`src/rtl/fc_g0_mac.sv`:
```
// Q8.8 fully-connected MAC for layer g0: one neuron per 16 RUN + 3 DRAIN cycles, result registered on the last DRAIN cycle.
// Output is valid/ready; while out_ready is low the result holds and no new addresses are issued.
module fc_g0_mac #(
  parameter int N_IN  = 32,
  parameter int N_OUT = 16,
  parameter int FRAC  = 8,
  parameter int ACC_W = 40,
  parameter int RELU  = 0
) (
  input  logic        clock,
  input  logic        reset_n,
  input  logic        start,
  output logic        busy,
  output logic        done,
  output logic [8:0]  w_addr_a,
  output logic [8:0]  w_addr_b,
  input  logic [15:0] w_q_a,
  input  logic [15:0] w_q_b,
  output logic [4:0]  act_addr_a,
  output logic [4:0]  act_addr_b,
  input  logic [15:0] act_q_a,
  input  logic [15:0] act_q_b,
  output logic        out_valid,
  input  logic        out_ready,
  output logic [15:0] out_data,
  output logic [3:0]  out_index
);

  localparam int KW = $clog2(N_IN / 2);
  localparam logic signed [ACC_W-1:0] SAT_MAX = ACC_W'(32767);
  localparam logic signed [ACC_W-1:0] SAT_MIN = ACC_W'(-32768);

  typedef enum logic [2:0] {IDLE, RUN, DRAIN, OUT, DONE} state_t;

  state_t                   state, state_nx;
  logic [3:0]               j;
  logic [KW-1:0]            k;
  logic                     v1, v2;
  logic signed [31:0]       p_a, p_b;
  logic signed [ACC_W-1:0]  acc, acc_sh, pa_x, pb_x;
  logic [15:0]              sat;
  logic                     run, k_last, j_last, drain_last, hs;

  assign run        = (state == RUN);
  assign k_last     = (int'(k) == N_IN / 2 - 1);
  assign j_last     = (int'(j) == N_OUT - 1);
  assign drain_last = (int'(k) == 2);
  assign hs         = out_valid & out_ready;

  assign w_addr_a   = run ? 9'(int'(j) * N_IN + 2 * int'(k)) : '0;
  assign w_addr_b   = run ? 9'(int'(j) * N_IN + 2 * int'(k) + 1) : '0;
  assign act_addr_a = run ? 5'(2 * int'(k)) : '0;
  assign act_addr_b = run ? 5'(2 * int'(k) + 1) : '0;

  assign pa_x   = {{(ACC_W-32){p_a[31]}}, p_a};
  assign pb_x   = {{(ACC_W-32){p_b[31]}}, p_b};
  assign acc_sh = acc >>> FRAC;

  always_comb begin
    sat = acc_sh[15:0];
    if (acc_sh > SAT_MAX)      sat = 16'h7FFF;
    else if (acc_sh < SAT_MIN) sat = 16'h8000;
    if (RELU != 0 && sat[15])  sat = '0;
  end

  always_ff @(posedge clock or negedge reset_n) begin
    if (!reset_n) state <= IDLE;
    else          state <= state_nx;
  end

  always_comb begin
    state_nx = state;
    busy     = 1'b0;
    done     = 1'b0;
    case (state)
      IDLE:  if (start) state_nx = RUN;
      RUN:   begin busy = 1'b1; if (k_last) state_nx = DRAIN; end
      DRAIN: begin busy = 1'b1; if (drain_last) state_nx = OUT; end
      OUT:   begin busy = 1'b1; if (hs) state_nx = j_last ? DONE : RUN; end
      DONE:  begin done = 1'b1; state_nx = IDLE; end
      default: state_nx = IDLE;
    endcase
  end

  // v1 marks the memory-data cycle, v2 the product-valid cycle of the pipeline.
  always_ff @(posedge clock or negedge reset_n) begin
    if (!reset_n) begin
      j         <= '0;
      k         <= '0;
      v1        <= 1'b0;
      v2        <= 1'b0;
      p_a       <= '0;
      p_b       <= '0;
      acc       <= '0;
      out_valid <= 1'b0;
      out_data  <= '0;
      out_index <= '0;
    end else begin
      v1 <= run;
      v2 <= v1;
      if (v1) begin
        p_a <= $signed({{16{w_q_a[15]}}, w_q_a}) * $signed({{16{act_q_a[15]}}, act_q_a});
        p_b <= $signed({{16{w_q_b[15]}}, w_q_b}) * $signed({{16{act_q_b[15]}}, act_q_b});
      end
      if (v2) acc <= acc + pa_x + pb_x;
      case (state)
        IDLE: if (start) begin
          j   <= '0;
          k   <= '0;
          acc <= '0;
        end
        RUN: k <= k_last ? '0 : k + 1'b1;
        DRAIN: begin
          if (drain_last) begin
            k         <= '0;
            out_data  <= sat;
            out_index <= j;
            out_valid <= 1'b1;
          end else begin
            k <= k + 1'b1;
          end
        end
        OUT: if (hs) begin
          out_valid <= 1'b0;
          if (!j_last) begin
            j   <= j + 1'b1;
            k   <= '0;
            acc <= '0;
          end
        end
        default: ;
      endcase
    end
  end

endmodule

```
`config.mk`:
```
export PLATFORM = sky130hd
export DESIGN_NAME = fc_g0_mac
export DESIGN_NICKNAME = d
export VERILOG_FILES = /design/src/rtl/fc_g0_mac.sv
export SDC_FILE = /design/constraint.sdc
export NUM_CORES = 2
export LEC_CHECK = 0
export ABC_CLOCK_PERIOD_IN_PS = 7900
export BUFFER_PORTS_ARGS = -buffer_cell sky130_fd_sc_hd__buf_4
export CAP_MARGIN = 20
export CORE_AREA = 5 5 276 197
export CTS_CLUSTER_DIAMETER = 30
export DETAILED_ROUTE_END_ITERATION = 8
export DIE_AREA = 0 0 281 202
export GPL_ROUTABILITY_DRIVEN = 1
export PLACE_DENSITY = 0.72
export SLEW_MARGIN = 20
export SYNTH_ARGS = -nofsm -noshare
export SYNTH_HDL_FRONTEND = slang
export SYNTH_SLANG_ARGS = --single-unit
export TNS_END_PERCENT = 50
```
`constraint.sdc`:
```
create_clock -name clock -period 7.9 [get_ports clock]
set_clock_uncertainty 0.2 [all_clocks]
set_input_delay 0.395 -clock clock [delete_from_list [all_inputs] [get_ports clock]]
set_output_delay 0.395 -clock clock [all_outputs]
set_load 0.02 [all_outputs]
```
==> results.yml <==
layout:
  n_antenna_cell: 0
  multi_input_area_um2: 21800
  area_growth_pct: 6.80
  final_common_cell: "inv_1"
  final_cell_mix: "inv_1, fa_1, nand2_1"
  seq_area_um2: 3460
  final_nets: 3812
  drive_gt1_frac: 0.0790
  final.fill_count: 4385
route:
  ant_nets: 0
  postRouteWirelength_um: 61900
  first_pass_iters: 5
  first_iter_violations: 1543
  vias: 20200
  drc: 0
  wl_per_cell_um: 16.9
  viasPerCell: 5.51
critical_path:
  cpMostUsedCell: "fa_1"
  worst_ep_required_time_ns: 8.02
  cp_max_fo: 16
  start_kind: "primary input"
  end_kind: "flop"
  crit_family: "adder cells"
  crit_chain: "buf_4, nand2_1, inv_1, fa_1, fa_1, fa_1, fa_1, fa_1, inv_1, fa_1, inv_1, ha_1, or3_1, a211o_1, a31oi_1, nand2_1, a41oi_1, o31ai_1, xor2_1, mux2_2"
  ff2ff_path_depth: 12
  cp_num_cells: 20
  slowest_delay_ns: 0.90
  cp_num_buf_inv: 4
  critPathKind: "in -> reg"
  r2r_setup_slack_ns: 3.53
  crit_slowest_cell: "fa_1"
  critPathArrivalTime_ns: 6.46
floorplan:
  rows: 70
  fp.dieH_um: 202
  fp.coreArea_um2: 51600
  ios: 119
  dieWidth_um: 281
  dieArea_um2: 56800
  start_util: 0.542
clock_tree:
  clockBufferDepth: 2
  ctsResizeCount: 0
  clock-root-buffer: "clkbuf_16"
  cts_hold_buf: 1
  cts.sinks: 138
  htree_levels: 4
  path_clk_slew_ns: 0.07
  clkLatencyLatePin_ns: 0.43
  postCtsSetupRepairBufs: 0
  cts_tree: "yes"
  numCtsBuffers: 17
global_routing:
  grt-ovfl-total: 0
  grt.total_usage: 0.227
  grt_pass1_wl_um: 107000
  antenna_found_initial: 0
  grt_max_degree: 89
  first_global_vias: 21900
synthesis:
  synthArstFlopShare: 1.00
  synth_cell_types: 77
  synth_ff_type: "dfrtp_1"
  ys_ff_latch: 138
  synth_top_area_share: 0.404
  synthTopCellsByArea: "fa_1, dfrtp_1, ha_1"
  yosysTopAreaCell: "fa_1"
  synth_edf_count: 0
  synthCells: 2945
  syn_avg_cell_area_um2: 9.50
  synth_area_um2: 28000
  yosysSeqAreaShare: 0.123
  ys_warn_count: 0
sta:
  setup_viol: 0
  layout_min_cycle_time_ns: 6.35
  relSlewSlack: 0.300
  fmax_mhz: 158
  finalHoldViolCount: 0
  rsz0062_at_grt: "no"
  maxSlewViolCount: 0
  worst_pin_slew_ns: 1.05
  finalCritPeriodShare: 0.803
  setup_tns_ns: 0
placement:
  dp.final_hpwl_um: 51200
  gp_congestion: 0.889
  io_buffers: 116
min_path:
  hold_path_depth: 4
  hp-class: "in -> reg"
run_status:
  status: "completed"
job:
  maxCapViolations: 0
synth_stat cells, types with 3 or more instances:
| library cell | count |
|---|---|
| a211oi_1 | 18 |
| o211ai_1 | 12 |
| o41ai_2 | 3 |
| nor2_1 | 139 |
| nand2b_1 | 19 |
| o31ai_1 | 8 |
| inv_1 | 583 |
| and3_1 | 6 |
| a22o_1 | 3 |
| nand4_1 | 17 |
| mux2i_1 | 30 |
| mux2_2 | 44 |
| o21ai_1 | 3 |
| xor2_1 | 26 |
| buf_2 | 3 |
| nand2_1 | 317 |
| nor4_1 | 5 |
| a31o_2 | 3 |
| a211o_1 | 5 |
| a21oi_2 | 6 |
| o21a_1 | 11 |
| o22ai_1 | 3 |
| buf_4 | 20 |
| xnor2_1 | 68 |
| o21ai_0 | 74 |
| a21oi_1 | 73 |
| o211ai_2 | 3 |
| nor3_1 | 21 |
| dfrtp_1 | 138 |
| fa_1 | 564 |
| a21o_1 | 40 |
| nand3b_1 | 7 |
| and2_1 | 252 |
| nor2b_1 | 11 |
| or2_2 | 3 |
| o21bai_1 | 11 |
| nand3_1 | 28 |
| buf_1 | 5 |
| or3_1 | 4 |
| a21boi_0 | 5 |
| clkbuf_1 | 88 |
| ha_1 | 206 |
| o2bb2ai_1 | 7 |
| a221oi_1 | 3 |
| a31oi_1 | 11 |
state kept, by name, summed over array words and instances, names as in the netlist:
name	flops
p_b	32
k	4
out_valid	1
p_a	32
acc	40
v2	1
state	3
j	4
out_index	4
out_data	16
v1	1
stage by stage:
step / setup WS, ns / util / cells / area [µm²] / hold slack, ns
5_1_grt: 1.23 / 0.579 / 3671 / 29900 / 0.0793
3_5_place_dp: 1.12 / 0.567 / 3638 / 29300 / 0.276
3_3_place_gp: 1.28 / 0.567 / 3638 / 29300 / 0.274
2_1_floorplan: 1.56 / - / 2946 / 28000 / -0.101
6_report: 1.55 / 0.579 / 3671 / 29900 / 0.0828
4_1_cts: 1.56 / 0.579 / 3671 / 29900 / 0.0663
metal layers:
| layer | vias up | global-route usage | routed length [µm] |
|---|---|---|---|
| li1 | 9111 | - | - |
| met1 | 10400 | 0.327 | 26700 |
| met2 | 671 | 0.375 | 30200 |
| met3 | 83 | 0.0292 | 3960 |
| met4 | 0 | 0.0447 | 1070 |
| met5 | - | 0 | 0 |
cells by family (layout without fill, tap and decap cells):
| group | count (synthesis) | count (layout) | synth area share |
|---|---|---|---|
| AO/OA/AOI/OAI | 329 | 329 | 0.0804 |
| XOR/XNOR | 94 | 94 | 0.0294 |
| adder cells (fa/ha/maj) | 770 | 770 | 0.496 |
| buffers and inverters | 699 | 740 | 0.0966 |
| flip-flops | 138 | 138 | 0.123 |
| multiplexers | 74 | 74 | 0.0284 |
| other | 1 | 2 | 0.000134 |
| AND/OR/NAND/NOR | 840 | 840 | 0.146 |
worst register-to-register path, stage by stage, from the launching register on:
cell and delay, ns:
dfrtp_1 0.42, fa_1 0.48, ha_1 0.25, fa_1 0.50
a211oi_1 0.39, o211ai_1 0.18, a32oi_1 0.51, a21boi_0 0.22
o41ai_1 0.55, o21bai_1 0.16, xor2_1 0.17, mux2i_1 0.14
nor2_1 0.06
final timing paths:
path | start | to
min reg2reg | out_data[0] | out_data[0]
min in group asynchronous | reset_n | p_a[4]
min | out_ready | out_valid
max reg2reg | p_b[1] | acc[19]
max | w_q_a[15] | p_a[30]
max in group asynchronous | reset_n | v1
layout make-up:
class                      count  area share
multi-input combinational   2109       0.730
sequential                   138       0.116
inverter                     583      0.0732
timing repair buffer         125      0.0316
tap                          684      0.0286
clock buffer                  19      0.0152
clock inverter                13     0.00523
Power is not shown: default switching activity piles up to over one toggle a cycle in this logic, so the estimate is an artifact.
